===== src/rtl/mem_bus_responder_if.sv =====
// ---------------------------------------------------------------------------
// mem_bus_responder_if
// Request/response bus between the core's memory initiator (master) and the
// memory-side responder (slave).
//
// Parameters
//   ADDR_W        byte-address width
// Signals
//   req_valid     request present                      (master -> slave)
//   req_ready     responder can accept a request       (slave  -> master)
//   req_write     1 = store, 0 = load                  (master -> slave)
//   req_size      0 = byte, 1 = half, 2 = word, 3 = reserved
//   req_unsigned  load: 1 = zero-extend, 0 = sign-extend
//   req_addr      byte address of the lowest byte
//   req_wdata     store data, low 8/16/32 bits used
//   resp_valid    response present                     (slave  -> master)
//   resp_ready    initiator consumes the response      (master -> slave)
//   resp_rdata    extended load data, 0 for stores and errors
//   resp_err      request rejected, no RAM access made
// ---------------------------------------------------------------------------
interface mem_bus_responder_if #(
  parameter int ADDR_W = 16
);

  logic              req_valid;
  logic              req_ready;
  logic              req_write;
  logic [1:0]        req_size;
  logic              req_unsigned;
  logic [ADDR_W-1:0] req_addr;
  logic [31:0]       req_wdata;
  logic              resp_valid;
  logic              resp_ready;
  logic [31:0]       resp_rdata;
  logic              resp_err;

  modport master (
    output req_valid, req_write, req_size, req_unsigned, req_addr, req_wdata,
    output resp_ready,
    input  req_ready, resp_valid, resp_rdata, resp_err
  );

  modport slave (
    input  req_valid, req_write, req_size, req_unsigned, req_addr, req_wdata,
    input  resp_ready,
    output req_ready, resp_valid, resp_rdata, resp_err
  );

endinterface


===== src/rtl/mem_bus_responder.sv =====
// ---------------------------------------------------------------------------
// mem_bus_responder
// Memory-side responder for the core's load/store requests. Accepts one
// byte/half/word request at a time, serialises it into little-endian byte
// accesses on an 8-bit synchronous RAM port, and returns load data zero- or
// sign-extended to 32 bits together with an error flag.
//
// Parameters
//   ADDR_W        byte-address width; addresses wrap mod 2**ADDR_W
// Ports
//   clk           rising-edge clock
//   rst_n         asynchronous active-low reset
//   bus           mem_bus_responder_if.slave request/response bus
//   ram_addr_o    byte address to RAM
//   ram_we_o      RAM byte write strobe
//   ram_wdata_o   RAM write byte
//   ram_rdata_i   RAM read byte, valid one cycle after ram_addr_o (we = 0)
//
// Configuration
//   MEM_RESP_MISALIGN_TRAP_EN  when defined, misaligned half/word requests are
//                              rejected with resp_err and make no RAM access.
//                              When undefined they proceed byte by byte.
// ---------------------------------------------------------------------------
module mem_bus_responder #(
  parameter int ADDR_W = 16
) (
  input  logic              clk,
  input  logic              rst_n,
  mem_bus_responder_if.slave bus,
  output logic [ADDR_W-1:0] ram_addr_o,
  output logic              ram_we_o,
  output logic [7:0]        ram_wdata_o,
  input  logic [7:0]        ram_rdata_i
);

  typedef enum logic [1:0] {
    IDLE  = 2'd0,
    WRITE = 2'd1,
    READ  = 2'd2,
    RESP  = 2'd3
  } state_e;

  state_e            state_q, state_d;
  logic [2:0]        idx_q, idx_d;       // byte index within the transfer
  logic [ADDR_W-1:0] addr_q, addr_d;
  logic [1:0]        size_q, size_d;
  logic              uns_q, uns_d;
  logic [31:0]       wdata_q, wdata_d;
  logic [31:0]       data_q, data_d;     // assembled load bytes, LSB first
  logic              err_q, err_d;

  logic [2:0]        num_bytes;
  logic [1:0]        cap_sel;
  logic [2:0]        ram_ptr;
  logic              misalign;

  assign num_bytes = (size_q == 2'd0) ? 3'd1 :
                     (size_q == 2'd1) ? 3'd2 : 3'd4;

  // Read capture lags the address by one cycle, so cycle k stores byte k-1.
  assign cap_sel = 2'(idx_q - 3'd1);

`ifdef MEM_RESP_MISALIGN_TRAP_EN
  assign misalign = ((bus.req_size == 2'd1) && bus.req_addr[0]) ||
                    ((bus.req_size == 2'd2) && (bus.req_addr[1:0] != 2'b00));
`else
  assign misalign = 1'b0;
`endif

  // -------------------------------------------------------------------------
  // State and datapath registers
  // -------------------------------------------------------------------------
  // NOTE: sequential state uses non-blocking assignments so every register
  // samples the pre-edge value of every other register.
  always_ff @(posedge clk or negedge rst_n) begin
    if (!rst_n) begin
      state_q <= IDLE;
      idx_q   <= '0;
      addr_q  <= '0;
      size_q  <= '0;
      uns_q   <= 1'b0;
      wdata_q <= '0;
      data_q  <= '0;
      err_q   <= 1'b0;
    end else begin
      state_q <= state_d;
      idx_q   <= idx_d;
      addr_q  <= addr_d;
      size_q  <= size_d;
      uns_q   <= uns_d;
      wdata_q <= wdata_d;
      data_q  <= data_d;
      err_q   <= err_d;
    end
  end

  // -------------------------------------------------------------------------
  // Next-state logic
  // -------------------------------------------------------------------------
  // NOTE: every variable gets a hold-value default first, so no path through
  // the case leaves one unassigned and no latch is inferred.
  always_comb begin
    state_d = state_q;
    idx_d   = idx_q;
    addr_d  = addr_q;
    size_d  = size_q;
    uns_d   = uns_q;
    wdata_d = wdata_q;
    data_d  = data_q;
    err_d   = err_q;

    unique case (state_q)
      IDLE: begin
        if (bus.req_valid) begin
          addr_d  = bus.req_addr;
          size_d  = bus.req_size;
          uns_d   = bus.req_unsigned;
          wdata_d = bus.req_wdata;
          data_d  = '0;
          idx_d   = '0;
          if ((bus.req_size == 2'd3) || misalign) begin
            err_d   = 1'b1;
            state_d = RESP;
          end else begin
            err_d   = 1'b0;
            state_d = bus.req_write ? WRITE : READ;
          end
        end
      end

      WRITE: begin
        if (idx_q == num_bytes - 3'd1) begin
          state_d = RESP;
        end else begin
          idx_d = idx_q + 3'd1;
        end
      end

      READ: begin
        if (idx_q != 3'd0) begin
          data_d[{cap_sel, 3'b000} +: 8] = ram_rdata_i;
        end
        if (idx_q == num_bytes) begin
          state_d = RESP;
        end else begin
          idx_d = idx_q + 3'd1;
        end
      end

      RESP: begin
        if (bus.resp_ready) begin
          state_d = IDLE;
        end
      end

      default: state_d = IDLE;
    endcase
  end

  // -------------------------------------------------------------------------
  // Outputs, all decoded from the registered state so reset clears them
  // (including ram_we_o) without waiting for a clock edge.
  // -------------------------------------------------------------------------
  always_comb begin
    bus.req_ready  = (state_q == IDLE);
    bus.resp_valid = (state_q == RESP);
    bus.resp_err   = (state_q == RESP) && err_q;
    bus.resp_rdata = '0;
    ram_we_o       = (state_q == WRITE);
    ram_addr_o     = '0;
    ram_wdata_o    = '0;
    ram_ptr        = idx_q;

    // The last read cycle only captures, so the address stays on byte n-1.
    if ((state_q == READ) && (idx_q == num_bytes)) begin
      ram_ptr = idx_q - 3'd1;
    end

    if ((state_q == WRITE) || (state_q == READ)) begin
      ram_addr_o = addr_q + ADDR_W'(ram_ptr);
    end

    if (state_q == WRITE) begin
      ram_wdata_o = wdata_q[{idx_q[1:0], 3'b000} +: 8];
    end

    // data_q is zero for stores and rejected requests, so the extension
    // below yields 0 for them as well.
    if (state_q == RESP) begin
      unique case (size_q)
        2'd0:    bus.resp_rdata = uns_q ? {24'h0, data_q[7:0]}
                                        : {{24{data_q[7]}}, data_q[7:0]};
        2'd1:    bus.resp_rdata = uns_q ? {16'h0, data_q[15:0]}
                                        : {{16{data_q[15]}}, data_q[15:0]};
        default: bus.resp_rdata = data_q;
      endcase
    end
  end

endmodule


===== src/flat_wrapper.sv =====
// flat-port wrapper written by rule: the top's interface ports become plain ports
module mem_bus_responder_flat 
#(
  parameter int ADDR_W = 16
)
  (clk, rst_n, ram_addr_o, ram_we_o, ram_wdata_o, ram_rdata_i, bus_req_valid, bus_req_write, bus_req_size, bus_req_unsigned, bus_req_addr, bus_req_wdata, bus_resp_ready, bus_req_ready, bus_resp_valid, bus_resp_rdata, bus_resp_err);
  mem_bus_responder_if #(.ADDR_W(ADDR_W)) bus_i ();
  input  logic clk;
  input  logic rst_n;
  output logic [ADDR_W-1:0] ram_addr_o;
  output logic ram_we_o;
  output logic [7:0] ram_wdata_o;
  input  logic [7:0] ram_rdata_i;
  input wire logic [$bits(bus_i.req_valid)-1:0] bus_req_valid;
  input wire logic [$bits(bus_i.req_write)-1:0] bus_req_write;
  input wire logic [$bits(bus_i.req_size)-1:0] bus_req_size;
  input wire logic [$bits(bus_i.req_unsigned)-1:0] bus_req_unsigned;
  input wire logic [$bits(bus_i.req_addr)-1:0] bus_req_addr;
  input wire logic [$bits(bus_i.req_wdata)-1:0] bus_req_wdata;
  input wire logic [$bits(bus_i.resp_ready)-1:0] bus_resp_ready;
  output wire logic [$bits(bus_i.req_ready)-1:0] bus_req_ready;
  output wire logic [$bits(bus_i.resp_valid)-1:0] bus_resp_valid;
  output wire logic [$bits(bus_i.resp_rdata)-1:0] bus_resp_rdata;
  output wire logic [$bits(bus_i.resp_err)-1:0] bus_resp_err;
  assign bus_i.req_valid = bus_req_valid;
  assign bus_i.req_write = bus_req_write;
  assign bus_i.req_size = bus_req_size;
  assign bus_i.req_unsigned = bus_req_unsigned;
  assign bus_i.req_addr = bus_req_addr;
  assign bus_i.req_wdata = bus_req_wdata;
  assign bus_i.resp_ready = bus_resp_ready;
  assign bus_req_ready = bus_i.req_ready;
  assign bus_resp_valid = bus_i.resp_valid;
  assign bus_resp_rdata = bus_i.resp_rdata;
  assign bus_resp_err = bus_i.resp_err;
  mem_bus_responder #(.ADDR_W(ADDR_W)) u_core (.clk(clk), .rst_n(rst_n), .bus(bus_i), .ram_addr_o(ram_addr_o), .ram_we_o(ram_we_o), .ram_wdata_o(ram_wdata_o), .ram_rdata_i(ram_rdata_i));
endmodule

===== config.mk =====
export PLATFORM = sky130hd
export DESIGN_NAME = mem_bus_responder_flat
export DESIGN_NICKNAME = d
export VERILOG_FILES = /design/src/rtl/mem_bus_responder_if.sv /design/src/rtl/mem_bus_responder.sv /design/src/flat_wrapper.sv
export SDC_FILE = /design/constraint.sdc
export NUM_CORES = 1
export LEC_CHECK = 0
export CAP_MARGIN = 5
export CORE_ASPECT_RATIO = 1.5
export CORE_MARGIN = 3
export CORE_UTILIZATION = 29
export CTS_CLUSTER_SIZE = 24
export DETAILED_ROUTE_END_ITERATION = 16
export GPL_ROUTABILITY_DRIVEN = 1
export GPL_TIMING_DRIVEN = 0
export PLACE_DENSITY = 0.56
export SYNTH_ARGS = -nofsm -noshare
export SYNTH_HDL_FRONTEND = slang
export SYNTH_SLANG_ARGS = --single-unit

===== constraint.sdc =====
create_clock -name clk -period 6.3 [get_ports clk]
set_clock_uncertainty 0.2 [all_clocks]
set_input_delay 1.89 -clock clk [delete_from_list [all_inputs] [get_ports clk]]
set_output_delay 1.89 -clock clk [all_outputs]
set_load 0.02 [all_outputs]

==> impl_metrics.ini, run 1 <==
[status]
outcome = complete, no violations

[setup_path]
crit_path_end_kind = output pin
rr_worst_depth = 8
cp.depth = 14
arrival_ns = 4.01
worstSetupStartpointType = flop
crit_family = buffers and inverters
r2r_start = u_core.idx_q[1]
cpPeakStageDelay_ns = 0.61
reg2reg_to = u_core.data_q[18]
rrSetupSlack_ns = 3.53
critPathBufInv = 6
startpoint = u_core.idx_q[1]
crit_chain = buf_2 -> clkbuf_4 -> inv_1 -> ha_1 -> inv_1 -> o21a_1 -> ha_1 -> a211oi_1 -> nor2_2 -> buf_4 -> and3_1 -> xnor2_1 -> nor2_1 -> clkdlybuf4s50_1
critPathMaxFanout = 10
required_ns = 4.21
critPathCapture = ram_addr_o[9]
crit_type = reg2out
slowest_stage = clkdlybuf4s50_1

[logic_synthesis]
yosysUniqueCellTypes = 51
synth-seq-area-share = 0.469
syn_area_mm2 = 0.00475
netlist_top_cells_count = dfrtp_1 (89), mux2_2 (51), nand2_1 (36), o21ai_0 (34), inv_1 (28)
synth_top_area_share = 0.469
synth_seq_cells = 89
synth_flop_cell = dfrtp_1
yosysMostFrequentCell = dfrtp_1
yosys_warnings = 0
synth_top_area_cell = dfrtp_1
async_flop_share = 1.00
synth_area_leaders = dfrtp_1 (47%), mux2_2 (12%), mux4_2 (3.8%)
synthCells = 442
syn_area_per_cell_um2 = 10.8
synth_nets = 520
synth_edf_count = 0

[cells_and_area]
nets = 657
drive_gt1_frac = 0.164
fill_cells = 1568
stdcell_count = 787
syn_to_final_growth_pct = 39.9
fin_area_mm2 = 0.00665
antenna-diode-count = 0

[global_routing]
grt_max_degree = 53
grt-ovfl-total = 0
grt_pass1_vias = 3933
grt_usage = 0.151
antenna_found_initial = 0
grt_pass1_wl_um = 21200

[sta]
fin_crit_ns = 6.10
fin_setup_tns_ns = 0
max-slew-margin-rel = 0.513
drv_slew = 0
tightest_slew_ns = 0.730
max_freq_ghz = 0.164
fin_crit_sh = 0.968
finalSetupViolCount = 0
hold_viol = 0
grt_setup_unrepaired = false
fin_hold_ws_ns = 0.284

[place]
hpwl_um = 10300
placed_cells = 769
io_buffers = 123
gp_congestion = 0.801
post_dp_cell_area_mm2 = 0.00626

[floorplan]
die_w_um = 111
io_pins = 124
core_area_mm2 = 0.0158
fp-row-count = 56
die_h_um = 163
die_area_mm2 = 0.0180
start_util = 0.300

[clock_network]
cts.path.max_buffers = 2
path_clk_slew_ns = 0.06
cts_tree = done
cts_max_level = 3
cts_buffers = 9
clkSinkCount = 89
clk_latency_ns = 0.34
cts-root-buf = clkbuf_16

[route]
wl_um = 13400
vias_per_cell = 4.86
drtIter0Drc = 152
post_drt_wl_per_cell_um = 17.0
dr_total_vias = 3823
drc_errors = 0
dr.pass1.iters = 4
final_antenna_net_count = 0

[worst_hold_path]
worstHoldPathType = reg2reg

[pwr]
peakVddDrop_mv = 0.291
power.total_mw = 3.21
p_leak_nw = 2.75
power.density_mw_per_mm2 = 482

[flow_run]
maxCapViolCount = 0
[placed cells by master (no fill, tap or decap), types with 3 or more instances in the layout]
master | netlist | routed
nand3_1 | 6 | 6
nor2b_1 | 4 | 3
dlymetal6s2s_1 | 0 | 3
nor2_1 | 23 | 22
buf_4 | 0 | 3
xnor2_1 | 7 | 7
a21oi_1 | 20 | 20
o21ai_1 | 5 | 4
mux4_2 | 8 | 8
buf_2 | 5 | 3
clkbuf_1 | 19 | 19
inv_1 | 28 | 28
and2_1 | 18 | 18
nand2_1 | 36 | 36
mux2i_1 | 5 | 5
dfrtp_1 | 89 | 89
clkdlybuf4s50_1 | 0 | 118
nor3_1 | 4 | 3
a21boi_0 | 8 | 8
a22o_1 | 8 | 8
mux2_2 | 51 | 51
or3_1 | 3 | 3
clkbuf_16 | 0 | 9
xor2_1 | 5 | 5
and3_1 | 4 | 4
ha_1 | 13 | 13
a32o_1 | 8 | 8
o21ai_0 | 34 | 34
[timing repair]
item,CTS,global route
gates resized for setup,7,7
pin swaps,0,1
hold buffers,0,0
setup endpoints to repair,12,6
buffers inserted,0,2
[state kept, by name, summed over array words and instances, names as in the netlist]
name	cells
u_core.data_q	32
u_core.wdata_q	32
u_core.addr_q	16
u_core.idx_q	3
u_core.size_q	2
u_core.state_q	2
u_core.err_q	1
u_core.uns_q	1
[how the worst min path moves through the flow]
stage	start	cells after the start	endpoint	slack [ns]
floorplan	u_core.err_q	2	u_core.err_q	0.24
global placement	u_core.data_q[14]	2	u_core.data_q[14]	0.26
detailed placement	u_core.data_q[8]	2	u_core.data_q[8]	0.27
CTS	u_core.data_q[8]	2	u_core.data_q[8]	0.29
global route	u_core.data_q[6]	1	u_core.data_q[6]	0.31
finish	u_core.err_q	2	u_core.err_q	0.28
[layer usage]
metal / GRT usage / part of all wire / vias up / wire [um]
met5: 0 / 0 / - / 0
met4: 0.0655 / 0.030 / 0 / 397
met3: 0.0323 / 0.046 / 19 / 611
met2: 0.275 / 0.53 / 102 / 7040
met1: 0.168 / 0.40 / 1863 / 5340
li1: - / - / 1839 / -
[per-stage QoR]
| step | util | setup WS, ns |
|---|---|---|
| final | 0.420 | 0.203 |
| after global routing | 0.420 | 0.00549 |
| after CTS | 0.417 | 0.0133 |
| after detailed placement | 0.395 | -0.162 |
| after global placement | 0.394 | -0.180 |
| after floorplan | - | 1.05 |
[area by class of cell]
type | count | area [um2] | area share
sequential | 89 | 2230 | 0.335
tap | 203 | 254 | 0.0382
multi-input combinational | 299 | 2340 | 0.351
clock buffer | 12 | 256 | 0.0386
clock inverter | 4 | 73.8 | 0.0111
timing repair buffer | 126 | 1280 | 0.192
buffer | 24 | 109 | 0.0164
inverter | 30 | 113 | 0.0169
[cells by family after synthesis]
logic type | Yosys count | synth area share
AO/OA/AOI/OAI | 98 | 0.137
XOR/XNOR | 12 | 0.0221
adder cells (fa/ha/maj) | 14 | 0.0384
buffers and inverters | 54 | 0.0440
flip-flops | 89 | 0.469
multiplexers | 64 | 0.169
AND/OR/NAND/NOR | 111 | 0.121
[power by group]
group / internal (mW) / switching (mW) / total, mW
sequential: 0.777 / 0.131 / 0.908
combinational: 0.786 / 0.919 / 1.71
clock: 0.370 / 0.222 / 0.592
[tightest hold or removal path, stage by stage (launching register included)]
cell and delay, ns:
dfrtp_1 0.34, nand2_1 0.05, o21ai_0 0.06
No activity file was read; power rests on OpenSTA's default activity.
==> inputs of run 2 (changes only) <==
Settings changed: REMOVE_ABC_BUFFERS set to 1, SLEW_MARGIN set to 20.
==> run 2 against run 1 <==
Against the previous run: hold slack lost 0.0081 ns; design area shrank 1.2%; register-to-register slack improved by 0.26 ns; sequential power is 8.3% higher; via count decreased by 2.7%; final cell count decreased by 2.9%; flip-flop and latch count is the same; clock-buffer cell count decreased by 3; wire length is 8.1% lower; die area is the same; non-clock buffer count decreased by 23; critical path type unchanged; critical endpoint is now ram_addr_o[8].
==> impl_metrics.ini, run 2 (same netlist as run 1, synthesis figures left out) <==
[sta]
max-slew-margin-rel = 0.499
drv_slew = 0
fin_crit_sh = 0.963
tightest_slew_ns = 0.743
max_freq_ghz = 0.165
fin_setup_tns_ns = 0
fin_hold_ws_ns = 0.276
hold_viol = 0
finalSetupViolCount = 0
setup_ws_ns = 0.234
fin_crit_ns = 6.07
grt_setup_unrepaired = false

[global_routing]
grt_usage = 0.138
grt_pass1_wl_um = 19900
antenna_found_initial = 0
grt_max_degree = 55
grt_pass1_vias = 3854
grt-ovfl-total = 0

[floorplan]
fp-row-count = 56
io_pins = 124
core_area_mm2 = 0.0158
start_util = 0.300
die_w_um = 111
die_area_mm2 = 0.0180
die_h_um = 163

[pwr]
power.total_mw = 3.16
peakVddDrop_mv = 0.230
power.density_mw_per_mm2 = 481
seq_power_share = 0.311
p_int_mw = 1.89
p_clk_frac = 0.186
sw_frac_of_total = 0.400
p_leak_nw = 2.68
power.switching_mw = 1.26
combPwrFrac = 0.503

[cells_and_area]
antenna-diode-count = 0
stdcell_count = 764
most-common-layout-cells = clkdlybuf4s50_1 (119), dfrtp_1 (86), mux2_2 (51)
final_common_cell = clkdlybuf4s50_1
top_regs = u_core.data_q (32), u_core.wdata_q (32), u_core.addr_q (16)
postLayoutCoreUtil = 0.415
fin_area_mm2 = 0.00657
nets = 634
drive_gt1_frac = 0.175
syn_to_final_growth_pct = 38.2

[route]
post_drt_wl_per_cell_um = 16.1
vias_per_cell = 4.87
drc_errors = 0
drtIter0Drc = 133
final_antenna_net_count = 0
dr_total_vias = 3720
wl_um = 12300
dr.pass1.iters = 4

[clock_network]
cts.path.max_buffers = 2
cts-root-buf = clkbuf_16
cts_max_level = 3
cts_tree = done
path_clk_slew_ns = 0.06
cts_buffers = 9
ctsHoldBuffers = 0
clk_latency_ns = 0.33
clkSinkCount = 89

[setup_path]
critPathMaxFanout = 19
crit_type = reg2out
arrival_ns = 3.98
cpPeakStageDelay_ns = 0.63
crit_path_end_kind = output pin
worstSetupStartpointType = flop
crit_chain = or3b_1 -> a211oi_2 -> o21ai_2 -> xnor2_1 -> ha_1 -> inv_1 -> fa_1 -> nor2b_2 -> o2111ai_2 -> xor2_1 -> nor2_1 -> clkdlybuf4s50_1
slowest_stage = clkdlybuf4s50_1
crit_family = simple AND/OR/NAND/NOR gates
required_ns = 4.21
critPathBufInv = 2

[place]
hpwl_um = 9010
dpl_worst_slack_ns = -0.403
post_dp_cell_area_mm2 = 0.00618
gp_congestion = 0.847
placed_cells = 745
io_buffers = 123

[status]
outcome = complete, no violations

[flow_run]
maxCapViolCount = 0

[worst_hold_path]
worstHoldPathType = reg2reg
-- run 2: tightest hold or removal path: stages (launching register included) --
cell and delay (ns):
dfrtp_1 0.34, nand2_1 0.04, o21ai_0 0.06
-- run 2: path summary, 6_finish.rpt --
check,from,to,slack (ns),cells after the start
worst max-delay path,u_core.idx_q[1],ram_addr_o[8],0.23,12
worst min-delay path,u_core.data_q[8],u_core.data_q[8],0.28,2
worst max register to register,u_core.state_q[0],u_core.idx_q[2],3.79,6
worst min register to register,u_core.data_q[8],u_core.data_q[8],0.28,2
max in group asynchronous,rst_n,u_core.size_q[1],4.04,2
min in group asynchronous,rst_n,u_core.data_q[27],1.25,1
-- run 2: power groups by stage --
stage,Combinational [mW],Sequential (mW),Clock (mW)
after global placement,1.57,0.985,0
after CTS,1.61,0.983,0.605
final,1.59,0.983,0.587
after floorplan,1.02,0.926,0
after global routing,1.74,1.02,0.629
after detailed placement,1.58,0.999,0
-- run 2: final cells by class --
class,instances,area (um2)
clock inverters,7,101
flip-flops and latches,89,2240
repair buffers,127,1290
fillers,1560,9270
clock buffers,9,225
well taps,203,254
multi-input cells,299,2350
inverters,30,113
-- run 2: metal layers --
metal,global-route usage,share of wire
met5,0,0
met4,0.0527,0.021
met3,0.0257,0.038
met2,0.263,0.56
met1,0.151,0.38
-- run 2: repair_timing --
item	CTS	global route
endpoints found under the setup margin	12	4
gates resized for setup	9	5
pin swaps	0	1
setup buffers	1	2
==> RTL change, RTL diff (settings of run 1) <==
Encoding of `state_e`: now one-hot (4 bits for 4 states).
--- a/src/rtl/mem_bus_responder.sv
+++ b/src/rtl/mem_bus_responder.sv
@@ -33,11 +33,11 @@
   input  logic [7:0]        ram_rdata_i
 );
 
-  typedef enum logic [1:0] {
-    IDLE  = 2'd0,
-    WRITE = 2'd1,
-    READ  = 2'd2,
-    RESP  = 2'd3
+  typedef enum logic [3:0] {
+    IDLE  = 4'b0001,
+    WRITE = 4'b0010,
+    READ  = 4'b0100,
+    RESP  = 4'b1000
   } state_e;
 
   state_e            state_q, state_d;
Formal check against the unedited RTL: no difference found for any inputs over 10 cycles, from zero or initial values and one cycle with rst_n low; not proved beyond that.
==> RTL change against run 1 <==
Die area increased by 2.0%; sequential cell count rose by 2; routed wire length is 7.8% higher; critical path type unchanged; design area rose by 0.66%; highest routed layer unchanged; setup slack better by 0.029 ns; critical endpoint is now ram_addr_o[13]; synthesized area up 2.1%; final cell count up 13%; sequential share of layout area increased by 0.55 points; power fell by 20%; largest cell class unchanged.
==> RTL change: results (changes against run 1) <==
tightest_slew_ns: 0.8885  # +0.1587 ns
nonClkBufAreaFrac: 0.2061  # -0.002488
cp_max_fo: 7  # -3
met1_usage: 0.1896  # +0.02151
n_clock_buffer: 10  # -2
leakagePower_nw: 2.968  # +7.8%
r2r-start: "u_core.idx_q[0]"
outcome: "complete, no violations"
met2_usage: 0.2928  # +0.01799
grt_start_max_net_pins: 49  # -7.5%
synth_nets: 620  # +19%
p_comb_frac: 0.432  # -0.100
crit_end: "ram_addr_o[13]"
synth-seq-cells: 91  # +2.2%
final-seq-area_um2: 2278  # +2.3%
wl_met2_um: 7661  # +8.8%
power_mw: 2.555  # -20%
wl_met3_um: 742  # +21%
wirelength_um: 14430  # +7.8%
holdPathStages: 2  # unchanged
reg2reg_depth: 9  # +1
grt_pass1_wl_um: 23480  # +11%
yosysSeqAreaShare: 0.4695  # +0.0007832
wl_per_cell_um: 16.18  # -4.9%
clkPwrFrac: 0.209  # +0.024
gp_congestion: 0.7919  # -1.1%
inv_count: 31  # +3.3%
nNonClkBuffers: 154  # +2.7%
place_hpwl_um: 11020  # +7.5%
track_usage: 0.1608  # +0.01015
viasPerCell: 4.813  # -0.92%
first_iter_violations: 253  # +66%
syn_area_um2: 4853  # +2.1%
fin_nets: 756  # +15%
r2r_slack_ns: 3.43  # -0.10 ns
area_growth_pct: 37.84
placed_cell_area_um2: 6367  # +1.7%
syn_inst: 545  # +23%
drive_gt1_frac: 0.08163  # -0.08275
grt_pass1_vias: 4571  # +16%
synth_commonest_cells: "nand2_1, dfrtp_1, nor2_1"
multiInputGateArea_um2: 2367  # +1.3%
firstDrtPassIters: 5  # +1
intPower_mw: 1.494  # -23%
wl_met1_um: 5825  # +9.0%
RTL change: changes by cell type after synthesis, sizes merged, moves of 6 or more:
cell | before | now
mux2 | 51 | 10
o21ai | 39 | 18
a21boi | 8 | 0
nand2 | 36 | 167
o21a | 2 | 9
o2bb2ai | 0 | 9
nor4 | 2 | 8
xor2 | 5 | 13
nand3 | 7 | 19
a22o | 8 | 0
nor2 | 23 | 33
buf | 5 | 11
RTL change: cell families after synthesis:
family	after synthesis	synth area share
AOI/OAI and AO/OA	78	0.1093
xor gates and xnor gates	17	0.03068
adders and majority gates	11	0.02990
buffers and inverters	60	0.04795
DFF	91	0.4695
muxes	19	0.06239
and+or+nand+nor	269	0.2503
RTL change: critical path, stage by stage, from the launching register on:
cell and delay (ns):
dfrtp_1 0.42, buf_2 0.22, or3b_2 0.50, a211oi_4 0.28, o21a_2 0.24, nand2_1 0.09
xnor2_1 0.14, ha_1 0.35, nand3_1 0.13, o21ai_4 0.24, nand4_1 0.14, xor2_1 0.15
nor2_1 0.12, clkdlybuf4s50_1 0.62
RTL change: through the flow:
| stage | util | worst slack [ns] | setup TNS [ns] | hold slack (ns) |
|---|---|---|---|---|
| finish | 0.4096 | 0.2316 | 0 | 0.2752 |
| global route | 0.4096 | 0.001709 | 0 | 0.2932 |
| CTS | 0.4086 | 0.03094 | 0 | 0.2752 |
| detailed placement | 0.3899 | 0.08987 | 0 | 0.2587 |
| global placement | 0.3883 | -0.2393 | -21.15 | 0.2530 |
| floorplan | - | 1.017 | 0 | 0.2403 |
RTL change: repair_timing:
item / CTS / global route
gates cloned: 0 / 0
hold endpoints to repair: 0 / 0
gates resized for setup: 8 / 10
pin swaps: 0 / 0
setup endpoints to repair: 11 / 10
setup buffers: 1 / 0
